File: config.mk
export PLATFORM = sky130hd
export DESIGN_NAME = mtm_alu_core_pipe
export DESIGN_NICKNAME = d
export VERILOG_FILES = /design/src/rtl/mtm_alu_pkg.sv /design/src/rtl/mtm_alu_crc3.sv /design/src/rtl/mtm_alu_core_pipe.sv
export SDC_FILE = /design/constraint.sdc
export NUM_CORES = 1
export LEC_CHECK = 0
export ABC_AREA = 1
export BUFFER_PORTS_ARGS = -buffer_cell sky130_fd_sc_hd__buf_4
export CORE_ASPECT_RATIO = 0.5
export CORE_MARGIN = 2
export CORE_UTILIZATION = 40
export CTS_BUF_LIST = sky130_fd_sc_hd__clkbuf_16
export DETAILED_ROUTE_END_ITERATION = 7
export PLACE_DENSITY = 0.6
export SETUP_SLACK_MARGIN = 0.2
export SKIP_LAST_GASP = 1
export SYNTH_ARGS = -nofsm -noshare
export SYNTH_HDL_FRONTEND = slang
export SYNTH_SLANG_ARGS = --single-unit
File: constraint.sdc
create_clock -name clk -period 2 [get_ports clk]
set_input_delay 0.2 -clock clk [delete_from_list [all_inputs] [get_ports clk]]
set_output_delay 0.2 -clock clk [all_outputs]
set_load 0.01 [all_outputs]
File: src/rtl/mtm_alu_pkg.sv
// mtm_alu_pkg: opcodes, flag indices, error codes and frame helpers for the pipelined ALU core
package mtm_alu_pkg;
  typedef enum logic [2:0] {
    OP_AND = 3'b000,
    OP_OR  = 3'b001,
    OP_ADD = 3'b100,
    OP_SUB = 3'b101
  } op_e;
  localparam int CTL_W  = 8;
  localparam int FLAG_C = 3;
  localparam int FLAG_V = 2;
  localparam int FLAG_Z = 1;
  localparam int FLAG_N = 0;
  localparam logic [5:0] ERR_DATA = 6'b100100;
  localparam logic [5:0] ERR_CRC  = 6'b010010;
  localparam logic [5:0] ERR_OP   = 6'b001001;
  localparam logic FRAME_RES = 1'b0;
  localparam logic FRAME_ERR = 1'b1;
  function automatic logic [5:0] err_code(input logic [5:0] e);
    return |(e & ERR_DATA) ? ERR_DATA : |(e & ERR_CRC) ? ERR_CRC : ERR_OP;
  endfunction
  function automatic logic [CTL_W-1:0] err_frame(input logic [5:0] e);
    return {FRAME_ERR, e, ~^e};
  endfunction
endpackage

File: src/rtl/mtm_alu_crc3.sv
// mtm_alu_crc3: CRC3 (x^3+x+1, init 0, MSB first) over {c, 1'b0, flags}
module mtm_alu_crc3 #(
  parameter int DATA_W = 32
) (
  input  logic [DATA_W-1:0] c,
  input  logic [3:0]        flags,
  output logic [2:0]        crc
);
  logic [DATA_W+4:0] msg;
  assign msg = {c, 1'b0, flags};
  always_comb begin
    crc = '0;
    for (int i = DATA_W + 4; i >= 0; i--)
      crc = {crc[1:0], 1'b0} ^ ((crc[2] ^ msg[i]) ? 3'b011 : 3'b000);
  end
endmodule

File: src/rtl/mtm_alu_core_pipe.sv
// mtm_alu_core_pipe: valid/ready pipelined ALU producing CRC3 result frames or parity error frames
module mtm_alu_core_pipe
  import mtm_alu_pkg::*;
#(
  parameter int DATA_W      = 32,
  parameter int PIPE_STAGES = 1
) (
  input  logic              clk,
  input  logic              rst,
  input  logic              in_valid,
  output logic              in_ready,
  input  logic [5:0]        err_in,
  input  logic [2:0]        op,
  input  logic [DATA_W-1:0] a,
  input  logic [DATA_W-1:0] b,
  output logic              out_valid,
  input  logic              out_ready,
  output logic [DATA_W-1:0] c,
  output logic [CTL_W-1:0]  ctl
);
  localparam int M = DATA_W - 1;
  logic [DATA_W:0]   sum, dif, res;
  logic [DATA_W-1:0] alu_c;
  logic [3:0]        flags;
  logic [5:0]        code;
  logic              is_add, is_sub, legal, ovf, err;
  always_comb begin
    is_add = op == OP_ADD;
    is_sub = op == OP_SUB;
    legal  = op inside {OP_AND, OP_OR, OP_ADD, OP_SUB};
    sum    = {1'b0, a} + {1'b0, b};
    dif    = {1'b0, a} - {1'b0, b};
    res    = op == OP_AND ? {1'b0, a & b} : op == OP_OR ? {1'b0, a | b} : is_add ? sum : dif;
    alu_c  = res[M:0];
    ovf    = is_add ? (a[M] == b[M]) && (alu_c[M] != a[M]) :
             is_sub ? (a[M] != b[M]) && (alu_c[M] != a[M]) : 1'b0;
    flags  = '0;
    flags[FLAG_C] = res[DATA_W];
    flags[FLAG_V] = ovf;
    flags[FLAG_Z] = alu_c == '0;
    flags[FLAG_N] = alu_c[M];
    err    = err_in != '0 || !legal;
    code   = err_code(err_in);
  end
  if (PIPE_STAGES == 1) begin : g_one
    logic [2:0] crc;
    logic       s1_full;
    mtm_alu_crc3 #(.DATA_W(DATA_W)) u_crc (.c(alu_c), .flags(flags), .crc(crc));
    assign in_ready  = !s1_full || out_ready;
    assign out_valid = s1_full;
    always_ff @(posedge clk or negedge rst)
      if (!rst) begin
        s1_full <= 1'b0;
        c       <= '0;
        ctl     <= '0;
      end else begin
        if (in_ready) s1_full <= in_valid;
        if (in_valid && in_ready) begin
          c   <= err ? '0 : alu_c;
          ctl <= err ? err_frame(code) : {FRAME_RES, flags, crc};
        end
      end
  end else begin : g_two
    logic [DATA_W-1:0] s1_c;
    logic [3:0]        s1_flags;
    logic [5:0]        s1_code;
    logic [2:0]        crc;
    logic              s1_full, s1_err, s2_full, s2_ready, s1_adv;
    mtm_alu_crc3 #(.DATA_W(DATA_W)) u_crc (.c(s1_c), .flags(s1_flags), .crc(crc));
    assign s2_ready  = !s2_full || out_ready;
    assign s1_adv    = s1_full && s2_ready;
    assign in_ready  = !s1_full || s1_adv;
    assign out_valid = s2_full;
    always_ff @(posedge clk or negedge rst)
      if (!rst) begin
        s1_full  <= 1'b0;
        s1_c     <= '0;
        s1_flags <= '0;
        s1_code  <= '0;
        s1_err   <= 1'b0;
      end else begin
        if (in_ready) s1_full <= in_valid;
        if (in_valid && in_ready) begin
          s1_c     <= err ? '0 : alu_c;
          s1_flags <= flags;
          s1_code  <= code;
          s1_err   <= err;
        end
      end
    always_ff @(posedge clk or negedge rst)
      if (!rst) begin
        s2_full <= 1'b0;
        c       <= '0;
        ctl     <= '0;
      end else begin
        if (s2_ready) s2_full <= s1_full;
        if (s1_adv) begin
          c   <= s1_c;
          ctl <= s1_err ? err_frame(s1_code) : {FRAME_RES, s1_flags, crc};
        end
      end
  end
endmodule
### Yosys cells after proc, flatten, opt, wreduce, memory -nomap -nowiden

Index checks and enable logic that the tools add are counted.

| operators by class | value |
|---|---|
| $add $sub $neg | 2 |
| equality and inequality tests | 6 |
| mux-type cells | 46 |
| bitwise operators | 73 |
| reduce and logical (&&, ||, !) cells | 14 |

Operators by type and width:

| kind | count |
|---|---|
| 3-bit XOR | 35 |
| 33-bit two-way mux | 3 |
| 2-bit two-way mux | 37 |
| 1-bit XOR | 34 |
| 32-bit by 32-bit adder with 33-bit output | 1 |
| 32-bit by 32-bit subtractor with 33-bit output | 1 |
| 32-bit AND | 1 |
| 32-bit zero test | 1 |
| 32-bit two-way mux | 1 |
| 32-bit bitwise OR | 1 |
| 8-bit two-way mux | 1 |
| 3-bit == test, second input constant | 2 |
| 6-bit two-way mux | 1 |
| 6-bit nonzero test | 1 |
| 6-bit XNOR reduction | 1 |
| 5-bit two-way mux | 1 |
| 4-bit nonzero test | 1 |
| 2-bit OR reduction | 2 |
| 3-bit by 1-bit == test with 1-bit output, second input constant | 1 |
| 1-bit logical AND | 3 |
| 3-bit zero test | 1 |
| 3-bit by 2-bit XOR with 3-bit output | 1 |
| 1-bit zero test | 2 |
| 1-bit logical OR | 2 |
| other kinds (4) | 6 |

| storage, ports and cells | value |
|---|---|
| flip-flop bits (word level) | 41 |
| bits of input ports | 77 |
| word-level logic and storage cells | 144 |

### Longest topological paths before layout

Gate-level depths: netlist of the first run.

| logic depth | value |
|---|---|
| depth in word-level cells | 112 |
| gate-level depth with buffers | 67 |

### Cells and area by module

From an unflattened synthesis of the first run, not the netlist that was laid out.

| unflattened totals | value |
|---|---|
| cell total of the unflattened synthesis | 1247 |
| area total of the unflattened synthesis | 7010.5 µm² |

Modules (own cells, without submodules):

| module | times used | cells an instance | area each (µm²) | seq. area each (µm²) |
|---|---|---|---|---|
| mtm_alu_core_pipe | 1 | 1012 | 5798.1 | 1026.0 |
| mtm_alu_crc3 | 1 | 235 | 1212.4 | 0.0 |

### Worst setup path after synthesis of the first run

OpenSTA, ideal clock, no wires.

| path | value |
|---|---|
| path type | input port to flip-flop |
| start point | input port b[0] |
| end point | register ctl[1] |
| library setup time | 0.117 ns |
| arrival time | 6.121 ns |
| required time | 1.883 ns |
| path slack | -4.238 ns |
| stages | 57 |
| path buffers | 0 |
| cell sequence | inv_1 -> ha_1 -> nand2_1 -> nor2_1 -> inv_1 -> nor3_1 -> inv_1 -> nor3_1 -> nand3_1 -> nor4_1 -> nand4_1 -> o21ai_0 -> xor2_1 -> ha_1 -> a21oi_1 -> nand2_1 -> nand2_1 -> nand2_1 -> [... 21 more ...] -> nand2_1 -> nand3_1 -> nand2_2 -> inv_2 -> nand2_1 -> nand3_1 -> nand2_1 -> nand2_1 -> nand3_2 -> nand2_1 -> nand2_2 -> nand2_2 -> nand2_2 -> nand2_2 -> xor2_2 -> nand3_1 -> nand3_1 -> nand2_1 |

| on the way | value |
|---|---|
| word-level cells in the longest chain between the ends | 77 |

Ends and longest elaborated chain:

| what | RTL line | text |
|---|---|---|
| start, declared | mtm_alu_core_pipe.sv:15 | `input logic [DATA_W-1:0] b,` |
| 32-bit by 32-bit subtractor with 33-bit output or 32-bit by 32-bit adder with 33-bit output (tied branches) | mtm_alu_core_pipe.sv:32, mtm_alu_core_pipe.sv:31 |  |
| 33-bit two-way mux (2 in series) | mtm_alu_core_pipe.sv:33 | `res = op == OP_AND ? {1'b0, a & b} : op == OP_OR ? {1'b0, a \| b} : is_add ? sum : dif;` |
| 33-bit two-way mux (*) | mtm_alu_core_pipe.sv:33 |  |
| 1-bit XOR or 2-bit two-way mux (tied branches) | mtm_alu_crc3.sv:14 | `crc = {crc[1:0], 1'b0} ^ ((crc[2] ^ msg[i]) ? 3'b011 : 3'b000);` |
| 2-bit two-way mux or 3-bit XOR (tied branches) | mtm_alu_crc3.sv:14 |  |
| 3-bit XOR or 1-bit XOR (tied branches) | mtm_alu_crc3.sv:14 |  |
| 3-bit XOR or 2-bit two-way mux (tied branches) | mtm_alu_crc3.sv:14 |  |
| 1-bit XOR or 3-bit XOR (tied branches) | mtm_alu_crc3.sv:14 |  |
| [... 60 more ...] | - |  |
| 2-bit two-way mux or 1-bit XOR (tied branches) | mtm_alu_crc3.sv:14 |  |
| 3-bit XOR or 2-bit two-way mux (tied branches) | mtm_alu_crc3.sv:14 |  |
| 3-bit XOR | mtm_alu_crc3.sv:14 |  |
| 1-bit XOR or 3-bit XOR (tied branches) | mtm_alu_crc3.sv:14 |  |
| 2-bit two-way mux or 1-bit XOR (tied branches) | mtm_alu_crc3.sv:14 |  |
| 3-bit XOR or 2-bit two-way mux (tied branches) | mtm_alu_crc3.sv:14 |  |
| 3-bit by 2-bit XOR with 3-bit output (*) | mtm_alu_crc3.sv:14 |  |
| 8-bit two-way mux (*) | mtm_alu_core_pipe.sv:60 | `ctl <= err ? err_frame(code) : {FRAME_RES, flags, crc};` |
| end signal, assigned | mtm_alu_core_pipe.sv:60 |  |
| end, declared | mtm_alu_core_pipe.sv:19 | `output logic [CTL_W-1:0] ctl` |

Every way passes the cells marked *; elsewhere a longest branch is shown, timed or not.
A chain may end at the register's enable or synchronous reset.

### Worst setup path after layout of the first run

| path | value |
|---|---|
| start point | input port b[2] |
| end point | register ctl[0] |

| on the way | value |
|---|---|
| word-level cells in the longest chain between the ends | 77 |

Ends and longest elaborated chain:

| what | RTL line |
|---|---|
| 32-bit by 32-bit subtractor with 33-bit output or 32-bit by 32-bit adder with 33-bit output (tied branches) | mtm_alu_core_pipe.sv:32, mtm_alu_core_pipe.sv:31 |
| 33-bit two-way mux (2 in series) | mtm_alu_core_pipe.sv:33 |
| 33-bit two-way mux (*) | mtm_alu_core_pipe.sv:33 |
| 1-bit XOR or 2-bit two-way mux (tied branches) | mtm_alu_crc3.sv:14 |
| 2-bit two-way mux or 3-bit XOR (tied branches) | mtm_alu_crc3.sv:14 |
| 3-bit XOR or 1-bit XOR (tied branches) | mtm_alu_crc3.sv:14 |
| 3-bit XOR or 2-bit two-way mux (tied branches) | mtm_alu_crc3.sv:14 |
| 1-bit XOR or 3-bit XOR (tied branches) | mtm_alu_crc3.sv:14 |
| [... 59 more ...] | - |
| 1-bit XOR or 3-bit XOR (tied branches) | mtm_alu_crc3.sv:14 |
| 2-bit two-way mux or 1-bit XOR (tied branches) | mtm_alu_crc3.sv:14 |
| 3-bit XOR or 2-bit two-way mux (tied branches) | mtm_alu_crc3.sv:14 |
| 3-bit XOR (2 in series) | mtm_alu_crc3.sv:14 |
| 1-bit XOR (*) | mtm_alu_crc3.sv:14 |
| 2-bit two-way mux (*) | mtm_alu_crc3.sv:14 |
| 3-bit by 2-bit XOR with 3-bit output (*) | mtm_alu_crc3.sv:14 |
| 8-bit two-way mux (*) | mtm_alu_core_pipe.sv:60 |

Marks and branches as above.

==> impl_metrics.json, run 1 <==
{
  "grt_overflow_total": 0,
  "n_antenna_cell": 0,
  "cts-root-buf": "clkbuf_16",
  "reg2reg_to": "ctl[3]",
  "drc": 0,
  "core-area_um2": 15570,
  "grt_max_degree": 42,
  "track_usage": 0.3310,
  "hold_start": "out_ready",
  "startpoint_type": "input port",
  "synth_top_cell_area_share": 0.1867,
  "hold_viol_final": 0,
  "r2r_slack_ns": 0.59,
  "fin_area_um2": 12790,
  "die_h_um": 93.82,
  "multi_input_area_um2": 6255,
  "post-place-ws_ns": -4.987,
  "area_growth_pct": 98.14,
  "fin_util": 0.8210,
  "start_util": 0.4144,
  "grt_pass1_vias": 8788,
  "port_buffers": 118,
  "total_power_uw": 11820,
  "ys_seq_elements": 41,
  "synth_edf_count": 0,
  "ys_seq_area_frac": 0.1590,
  "end_kind": "flip-flop",
  "dr.pass1.iters": 5,
  "die_w_um": 183.6,
  "fmax_ghz": 0.1461,
  "synth-main-ff-cell": "dfrtp_1",
  "cts_buffer_depth": 2,
  "r2r_start": "out_valid",
  "min_path_cells": 4,
  "tightest_slew_ns": 0.5034,
  "vias_per_cell": 5.376,
  "ys_top_cells_by_count": "321 x nand2_1, 150 x inv_1, 106 x nand3_1, 92 x nor2_1, 75 x o21ai_0",
  "path_clk_slew_ns": 0.06,
  "yosys.area.top_type": "nand2_1",
  "crit_slowest_cell": "ha_1",
  "ys_async_sr_fraction": 1.000,
  "grt_pass1_wl_um": 44760,
  "p_per_area_nw_per_um2": 924.4,
  "clk-insertion-delay-late_ns": 0.28,
  "dp_cells": 1700,
  "rsz0062_at_grt": "true",
  "outcome": "complete, but fails checks",
  "yosysMostFrequentCell": "nand2_1",
  "ys_warn_count": 0,
  "finalCriticalPeriod_ns": 6.846,
  "ant_nets": 0,
  "hold_end": "out_valid",
  "criticalPathCategory": "input port to flip-flop",
  "crit_top_cell": "nand2_2",
  "cellLeakagePower_uw": 0.006754,
  "syn_area_um2": 6454,
  "finalClockSkew_ns": 0.003123,
  "critPathMaxStageDelay_ns": 0.35,
  "io_pins": 119,
  "hp-class": "input port to flip-flop",
  "routed-via-count": 9908,
  "wirelength_um": 32680,
  "drive_gt1_frac": 0.5430,
  "critPathArrivalTime_ns": 7.01,
  "fin_cells": 1843,
  "synth_area_per_cell_um2": 5.830,
  "worstPathRequired_ns": 2.17,
  "n_fill_cell": 1024,
  "cts_tree": "done",
  "wl_per_cell_um": 17.73,
  "ys_top_cells_by_area": "nand2_1 19%, dfrtp_1 16%, inv_1 8.7%, nand3_1 8.2%, ha_1 7.6%",
  "row_count": 32,
  "drtIter0Drc": 878,
  "dieArea_um2": 17230,
  "slew_viol_final": 0,
  "placed_cell_area_um2": 10170,
  "hpwlAfterDp_um": 22650,
  "layout_setup_ws_ns": -4.846,
  "violations": "negative setup slack",
  "gp_congestion": 1.008,
  "cts_buffers": 5,
  "rr_worst_depth": 8,
  "antenna_found_initial": 0,
  "seq_area_um2": 1026,
  "synthDistinctLibCells": 47,
  "max-vdd-ir-drop_mv": 1.011,
  "syn_inst": 1107,
  "max_slew_margin": 0.6644,
  "crit_path_max_fanout": 4,
  "clkSinkCount": 41,
  "fin_crit_sh": 3.423,
  "drv_cap": 0,
  "setup_viol": 38,
  "cts_max_level": 2,
  "final_net_count": 1756,
  "synth_nets": 1224
}
==> through the flow <==
step | setup TNS (ns) | hold slack [ns]
after floorplan | -39.49 | -0.09559
after global placement | -73.52 | 0.2021
after detailed placement | -76.08 | 0.2109
after CTS | -73.26 | 0.2056
after global routing | -87.55 | 0.2631
final | -80.23 | 0.2009
==> registers in the layout, indices dropped and copies added (netlist names) <==
register / cells
out_valid: 1
c: 32
ctl: 8
==> logic make-up after synthesis <==
| kind of cell | Yosys count | share of synthesized area |
|---|---|---|
| AOI/OAI and AO/OA | 182 | 0.1663 |
| DFF | 41 | 0.1590 |
| buffers and inverters | 183 | 0.1080 |
| adders and majority gates | 40 | 0.07871 |
| and+or+nand+nor | 602 | 0.4046 |
| xor gates and xnor gates | 59 | 0.08337 |
==> power by group <==
| group | switching (µW) | total (µW) | internal [µW] |
|---|---|---|---|
| clock network | 300 | 746 | 446 |
| registers | 12.1 | 863 | 851 |
| logic | 5970 | 10200 | 4240 |
==> worst max path at each step <==
stage | from | end | slack [ns] | cells past startpoint
finish | b[2] | ctl[0] | -4.85 | 59
global route | b[2] | ctl[1] | -5.42 | 61
CTS | b[2] | ctl[0] | -4.53 | 61
detailed placement | b[0] | ctl[0] | -4.99 | 62
global placement | b[0] | ctl[1] | -4.75 | 64
floorplan | b[0] | ctl[1] | -3.92 | 59
==> final cells by class <==
cell class,instances,area share
clock buffer,5,0.009785
sequential,41,0.08023
timing repair buffer,546,0.3510
multi-input combinational,883,0.4891
tap,204,0.01996
clock inverter,2,0.0005871
inverter,162,0.04931
==> timing repair <==
item,4_1_cts,5_1_grt
endpoints found under the hold margin,41,0
setup buffers,95,40
hold buffers,1,0
pin swaps,71,130
resized for setup,125,246
setup endpoints to repair,38,38
gates cloned,0,0
==> per-layer routing <==
layer | part of all wire | track usage
met3 | 0.093 | 0.04767
met2 | 0.45 | 0.5299
met4 | 0.031 | 0.05867
met1 | 0.43 | 0.4761
met5 | 0 | 0
==> cell usage in the layout, fill, tap and decap left out, types with 3 or more instances in the layout <==
master | synthesis | routed
a21oi_1 | 52 | 18
inv_1 | 150 | 133
buf_4 | 1 | 446
nand3b_1 | 7 | 7
nand3_2 | 7 | 50
xnor2_1 | 18 | 12
a31oi_1 | 8 | 7
inv_2 | 12 | 27
o211ai_1 | 3 | 3
o21ai_0 | 75 | 33
buf_6 | 0 | 95
ha_4 | 0 | 7
nand4_1 | 9 | 9
o21ai_2 | 0 | 8
xor2_2 | 1 | 8
o21bai_1 | 5 | 3
a21oi_4 | 0 | 7
nor3_1 | 26 | 13
nand2_4 | 1 | 16
nor2_4 | 0 | 11
nand3_4 | 0 | 5
dfrtp_1 | 41 | 41
nand2_2 | 21 | 93
nor2_1 | 92 | 66
a21o_1 | 5 | 5
nand2_1 | 321 | 234
nor3_2 | 1 | 10
clkbuf_16 | 0 | 5
xnor2_2 | 0 | 5
xor2_1 | 39 | 31
nor2_2 | 1 | 16
nor3_4 | 0 | 4
o21ai_4 | 0 | 4
a32oi_2 | 0 | 14
nand3_1 | 106 | 58
ha_1 | 39 | 30
o21ai_1 | 3 | 33
a21oi_2 | 2 | 29
==> critical path: cells and delay by family <==
family | cells | cell delay, ns
and+or+nand+nor | 39 | 3.88
AOI/OAI and AO/OA | 6 | 1.03
buffers and inverters | 10 | 0.78
adders and majority gates | 2 | 0.58
xor gates and xnor gates | 2 | 0.53
No activity file was read; power rests on OpenSTA's default activity.
==> inputs of run 2 (changes only) <==
--- a/config.mk
+++ b/config.mk
@@ -8,7 +8,6 @@
 export ABC_AREA = 1
 export BUFFER_PORTS_ARGS = -buffer_cell sky130_fd_sc_hd__buf_4
 export CORE_ASPECT_RATIO = 0.5
-export CORE_MARGIN = 2
 export CORE_UTILIZATION = 40
 export CTS_BUF_LIST = sky130_fd_sc_hd__clkbuf_16
 export DETAILED_ROUTE_END_ITERATION = 7
==> run 2 against run 1 <==
Compared with the run above: clock power increased by 21%; non-clock buffer count decreased by 33; flip-flop and latch count unchanged; global-route usage is 1.1 points higher; final cell count is 1.8% lower; the flow still finishes with violations (negative setup slack); routed wire length shrank 1.3%; largest power group unchanged.
==> impl_metrics.json, run 2 (synthesis results as in run 1) <==
{
  "start_util": 0.4144,
  "reg2reg_to": "ctl[1]",
  "finalCriticalPeriod_ns": 7.138,
  "seq_area_um2": 1026,
  "cts_tree": "done",
  "grt_max_degree": 42,
  "n_antenna_cell": 0,
  "n_fill_cell": 1054,
  "end_kind": "flip-flop",
  "critPathArrivalTime_ns": 7.31,
  "criticalPathCategory": "input port to flip-flop",
  "drtIter0Drc": 892,
  "largest-register": "c",
  "io_pins": 119,
  "finalClockSkew_ns": 0.001937,
  "antenna_found_initial": 0,
  "dieArea_um2": 16680,
  "clkSinkCount": 41,
  "grt_pass1_vias": 8776,
  "wirelength_um": 32240,
  "crit_top_cell": "nand2_2",
  "cellLeakagePower_uw": 0.006662,
  "routed-via-count": 9867,
  "p_per_area_nw_per_um2": 1142,
  "critPathMaxStageDelay_ns": 0.37,
  "final_net_count": 1723,
  "outcome": "complete, but fails checks",
  "row_count": 32,
  "hold_viol_final": 0,
  "hold_end": "out_valid",
  "min_path_cells": 4,
  "cts_buffers": 5,
  "setup_viol": 38,
  "final_cell_mix": "435 x buf_4, 233 x nand2_1, 132 x inv_1",
  "dr.pass1.iters": 5,
  "multi_input_area_um2": 6389,
  "crit_path_max_fanout": 3,
  "die_w_um": 181.6,
  "max-vdd-ir-drop_mv": 1.228,
  "cts_max_level": 2,
  "final_common_cell": "buf_4",
  "fmax_ghz": 0.1401,
  "clk-insertion-delay-late_ns": 0.28,
  "rr_worst_depth": 8,
  "ant_nets": 0,
  "grt_pass1_wl_um": 45040,
  "startpoint_type": "input port",
  "violations": "negative setup slack",
  "tightest_slew_ns": 0.5188,
  "r2r_slack_ns": 0.55,
  "core-area_um2": 15570,
  "port_buffers": 118,
  "hold_start": "out_ready",
  "worstPathRequired_ns": 2.18,
  "max_slew_margin": 0.6505,
  "cts_buffer_depth": 2,
  "fin_crit_sh": 3.569,
  "rsz0062_at_grt": "true",
  "drc": 0,
  "layout_setup_ws_ns": -5.138,
  "track_usage": 0.3417,
  "vias_per_cell": 5.451,
  "largest_reg_flops": 32,
  "whs_ns": 0.2062,
  "path_clk_slew_ns": 0.06,
  "crit_slowest_cell": "o41ai_4",
  "wl_per_cell_um": 17.81,
  "die_h_um": 91.82,
  "placed_cell_area_um2": 10250,
  "drive_gt1_frac": 0.5336,
  "fin_area_um2": 12650,
  "area_growth_pct": 95.95,
  "hpwlAfterDp_um": 22720,
  "hp-class": "input port to flip-flop",
  "r2r_start": "out_valid",
  "grt_overflow_total": 0,
  "cts-root-buf": "clkbuf_16",
  "slew_viol_final": 0,
  "gp_congestion": 0.9856,
  "drv_cap": 0
}
run 2: changes by cell type in the layout (fill, tap and decap cells not counted), moves of 5 or more:
cell     change
a21oi_2      -7
a21oi_4      +8
nand3_4      +6
buf_6       -24
buf_4       -11
nand2_4     +12
nor3_2       -5
nand2_2     -11
o21ai_2      +7
nand3_1      -8
o21ai_1      -6
run 2: metrics by stage:
stage	setup TNS [ns]	setup WS [ns]	cells	total power, µW	util
floorplan	-39.49	-3.924	1107	6067	-
global placement	-78.43	-5.002	1711	8402	0.6581
detailed placement	-79.95	-5.183	1711	8672	0.6581
CTS	-75.77	-4.643	1763	10360	0.7204
global route	-89.14	-5.520	1810	15240	0.8119
finish	-82.45	-5.138	1810	14450	0.8119
run 2: repair_timing:
action,CTS,global route
setup buffers,44,47
hold endpoints to repair,41,0
gates resized for setup,122,257
hold buffers,1,0
setup endpoints to repair,38,38
pin swaps,79,106
cloned,0,0
run 2: how the worst max path moves through the flow:
stage | start | to | slack [ns] | depth (start not counted)
after global placement | b[0] | ctl[1] | -5.00 | 65
after global routing | b[1] | ctl[1] | -5.52 | 65
after detailed placement | b[0] | ctl[1] | -5.18 | 62
after floorplan | b[0] | ctl[1] | -3.92 | 59
final | b[1] | ctl[1] | -5.14 | 65
after CTS | b[1] | ctl[2] | -4.64 | 62
run 2: cell type report:
cell class,instances,share of cell area
multi-input cells,883,0.5052
well taps,204,0.02018
clock buffers,5,0.009894
flip-flops and latches,41,0.08113
repair buffers,513,0.3300
clock inverters,2,0.002770
inverters,162,0.05086
run 2: power by group:
part           leakage [µW]  switching, µW  internal [µW]
registers          0.000553           13.1            851
logic               0.00603           7630           5050
clock network     0.0000797            324            579
run 2: per-layer routing:
layer  global-route usage  routed length, µm
met5                    0                  0
met3              0.05282               2911
met2               0.5519              14510
met4              0.07345               1039
met1               0.4788              13780
run 2: worst max-delay path, delay by kind of cell:
kind,cells,cell delay [ns]
and+or+nand+nor,48,4.58
xor gates and xnor gates,1,0.19
adders and majority gates,2,0.51
buffers and inverters,9,0.80
AOI/OAI and AO/OA,5,1.04
==> inputs of run 3 (changes only) <==
--- a/config.mk
+++ b/config.mk
@@ -8,10 +8,10 @@
 export ABC_AREA = 1
 export BUFFER_PORTS_ARGS = -buffer_cell sky130_fd_sc_hd__buf_4
 export CORE_ASPECT_RATIO = 0.5
-export CORE_UTILIZATION = 40
+export CORE_UTILIZATION = 55
 export CTS_BUF_LIST = sky130_fd_sc_hd__clkbuf_16
 export DETAILED_ROUTE_END_ITERATION = 7
-export PLACE_DENSITY = 0.6
+export PLACE_DENSITY = 0.78
 export SETUP_SLACK_MARGIN = 0.2
 export SKIP_LAST_GASP = 1
 export SYNTH_ARGS = -nofsm -noshare
==> run 3 against run 2 <==
Compared with the run above: the run now fails in 4_1_cts; synthesized cell count unchanged; area after synthesis unchanged.
==> impl_metrics.json, run 3 <==
{
  "outcome": "did not finish",
  "haltStage": "4_1_cts",
  "stop_error": "[ERROR DPL-0033] detailed placement checks failed during check placement.",
  "cts-root-buf": "clkbuf_16",
  "cts_buffers": 5,
  "synthDistinctLibCells": 47,
  "start_util": 0.5754,
  "ys_seq_elements": 41,
  "yosys.area.top_type": "nand2_1",
  "hpwlAfterDp_um": 24240,
  "cts_setup_buffers": 30,
  "cts_resized": 154,
  "syn_inst": 1107,
  "syn_area_um2": 6454,
  "synth-main-ff-cell": "dfrtp_1",
  "synth_edf_count": 0,
  "post-place-ws_ns": -5.312,
  "io_pins": 119,
  "cts_max_level": 2,
  "ctsHoldBuffers": 1,
  "yosysMostFrequentCell": "nand2_1",
  "port_buffers": 118,
  "synth_area_per_cell_um2": 5.830,
  "die_h_um": 78.60,
  "ys_top_cells_by_count": "321 x nand2_1, 150 x inv_1, 106 x nand3_1, 92 x nor2_1, 75 x o21ai_0",
  "ys_async_sr_fraction": 1.000,
  "die_w_um": 155.2,
  "ys_top_cells_by_area": "nand2_1 19%, dfrtp_1 16%, inv_1 8.7%, nand3_1 8.2%, ha_1 7.6%",
  "row_count": 27,
  "synth_nets": 1224,
  "gp_congestion": 1.106,
  "ys_warn_count": 0,
  "synth_top_cell_area_share": 0.1867,
  "ys_seq_area_frac": 0.1590,
  "clkSinkCount": 41,
  "cts_buffer_depth": 2
}
[run 3: cell counts after synthesis]
No cell type changed its count.
[run 3: metrics by stage]
step	setup TNS, ns	cell area (µm²)	hold WS [ns]	cells
2_1_floorplan	-39.49	6932	-0.09559	1107
3_3_place_gp	-70.06	10160	0.1890	1661
3_5_place_dp	-78.57	10160	0.1956	1661
[run 3: logic make-up after synthesis]
logic type | synth area share
simple gates | 0.4046
buf+inv | 0.1080
compound gates | 0.1663
xor+xnor | 0.08337
flops | 0.1590
fa+ha+maj | 0.07871
==> inputs of run 4 (changes only) <==
--- a/config.mk
+++ b/config.mk
@@ -7,12 +7,9 @@
 export LEC_CHECK = 0
 export ABC_AREA = 1
 export BUFFER_PORTS_ARGS = -buffer_cell sky130_fd_sc_hd__buf_4
-export CORE_ASPECT_RATIO = 0.5
-export CORE_UTILIZATION = 55
-export CTS_BUF_LIST = sky130_fd_sc_hd__clkbuf_16
+export CORE_UTILIZATION = 40
 export DETAILED_ROUTE_END_ITERATION = 7
-export PLACE_DENSITY = 0.78
-export SETUP_SLACK_MARGIN = 0.2
+export PLACE_DENSITY_LB_ADDON = 0.15
 export SKIP_LAST_GASP = 1
 export SYNTH_ARGS = -nofsm -noshare
 export SYNTH_HDL_FRONTEND = slang
==> run 4 against run 3 <==
Compared with the run above: the flow now finishes, with violations (negative setup slack).
==> impl_metrics.json, run 4 (synthesis results as in run 1) <==
{
  "outcome": "complete, but fails checks",
  "violations": "negative setup slack",
  "track_usage": 0.3097,
  "area_growth_pct": 88.56,
  "wirelength_um": 28550,
  "hold_viol_final": 0,
  "final_cell_mix": "430 x buf_4, 235 x nand2_1, 133 x inv_1",
  "row_count": 46,
  "setup_viol": 38,
  "grt_overflow_total": 0,
  "end_kind": "flip-flop",
  "grt_max_degree": 42,
  "startpoint_type": "input port",
  "cts_max_level": 2,
  "wl_per_cell_um": 16.07,
  "rsz0062_at_grt": "true",
  "wl_met3_um": 1655,
  "port_buffers": 118,
  "tightest_slew_ns": 0.5197,
  "hpwlAfterDp_um": 21070,
  "crit_top_cell": "nand2_2",
  "cts_buffer_depth": 2,
  "post-place-ws_ns": -5.043,
  "routed-via-count": 9363,
  "hold_start": "out_ready",
  "p_per_area_nw_per_um2": 1136,
  "whs_ns": 0.1943,
  "drc": 0,
  "met1_length_um": 11940,
  "fin_crit_sh": 3.520,
  "grt_pass1_vias": 8208,
  "slew_viol_final": 0,
  "ant_nets": 0,
  "critPathArrivalTime_ns": 7.22,
  "r2r_start": "out_valid",
  "fin_util": 0.7689,
  "layout_setup_ws_ns": -5.041,
  "crit_path_max_fanout": 4,
  "cts_buffers": 5,
  "largest_reg_flops": 32,
  "worstPathRequired_ns": 2.18,
  "hp-class": "input port to flip-flop",
  "finalCriticalPeriod_ns": 7.041,
  "die_h_um": 129.0,
  "cts_tree": "done",
  "core-area_um2": 15830,
  "cts-root-buf": "clkbuf_16",
  "n_antenna_cell": 0,
  "n_fill_cell": 1132,
  "drv_cap": 0,
  "vias_per_cell": 5.272,
  "crit_slowest_cell": "ha_1",
  "dr.pass1.iters": 8,
  "cellLeakagePower_uw": 0.006361,
  "drive_gt1_frac": 0.5173,
  "io_pins": 119,
  "dieArea_um2": 16650,
  "grt_pass1_wl_um": 40320,
  "drtIter0Drc": 593,
  "wl_met2_um": 14120,
  "final_net_count": 1677,
  "die_w_um": 129.0,
  "finalClockSkew_ns": 0.005288,
  "criticalPathCategory": "input port to flip-flop",
  "max-vdd-ir-drop_mv": 1.347,
  "gp_congestion": 0.9744,
  "clkSinkCount": 41,
  "start_util": 0.4077,
  "startpoint": "b[0]",
  "critPathMaxStageDelay_ns": 0.40,
  "topRoutingLayerUsed": "met4",
  "fmax_ghz": 0.1420,
  "path_clk_slew_ns": 0.06,
  "largest-register": "c",
  "max_slew_margin": 0.6535,
  "final_common_cell": "buf_4",
  "antenna_found_initial": 0,
  "clk-insertion-delay-late_ns": 0.29
}
run 4: where the power goes:
group,internal [µW],switching [µW]
logic,4820,7230
clock network,579,320
registers,851,11.7
total,6250,7570
run 4: worst max-delay path, delay by kind of cell:
family,cells,cell delay (ns)
adder cells (fa/ha/maj),1,0.40
buffers and inverters,8,0.82
AO/OA/AOI/OAI,1,0.36
XOR/XNOR,1,0.14
AND/OR/NAND/NOR,49,5.27
run 4: worst paths after layout:
kind | end | slack [ns] | depth (start not counted)
max in group asynchronous | ctl[6] | 1.19 | 2
min | out_valid | 0.19 | 4
min in group asynchronous | ctl[5] | 0.43 | 2
max reg2reg | ctl[2] | 0.55 | 8
min reg2reg | c[31] | 0.48 | 2
max | ctl[1] | -5.04 | 60
run 4: area by class of cell:
cell class / count / area (µm²) / share of cell area
Multi-Input combinational cell: 883 / 6341 / 0.5211
Sequential cell: 41 / 1026 / 0.08431
Clock inverter: 2 / 35.03 / 0.002879
Inverter: 162 / 645.6 / 0.05305
Timing Repair Buffer: 467 / 3726 / 0.3062
Tap cell: 216 / 270.3 / 0.02221
Clock buffer: 5 / 125.1 / 0.01028
run 4: what timing repair did:
action / 4_1_cts / 5_1_grt
buffers inserted: 26 / 41
setup endpoints to repair: 38 / 39
hold endpoints to repair: 41 / 0
gates cloned: 0 / 1
gates resized for setup: 102 / 219
pin swaps: 51 / 116
hold buffers: 1 / 0
run 4: routing by layer:
metal | up-vias | global-route usage
li1 | 4527 | -
met2 | 380 | 0.5463
met3 | 76 | 0.01693
met1 | 4380 | 0.4126
met4 | 0 | 0.07820
met5 | - | 0
run 4: stage by stage:
stage               total power [µW]  area, µm²  std cells  setup TNS, ns
floorplan                       6062       6925       1107         -39.48
global placement                8316      10270       1718         -73.94
detailed placement              8571      10270       1718         -75.67
CTS                            10520      11050       1751         -65.97
global route                   14690      12170       1776         -79.00
finish                         13820      12170       1776         -70.48
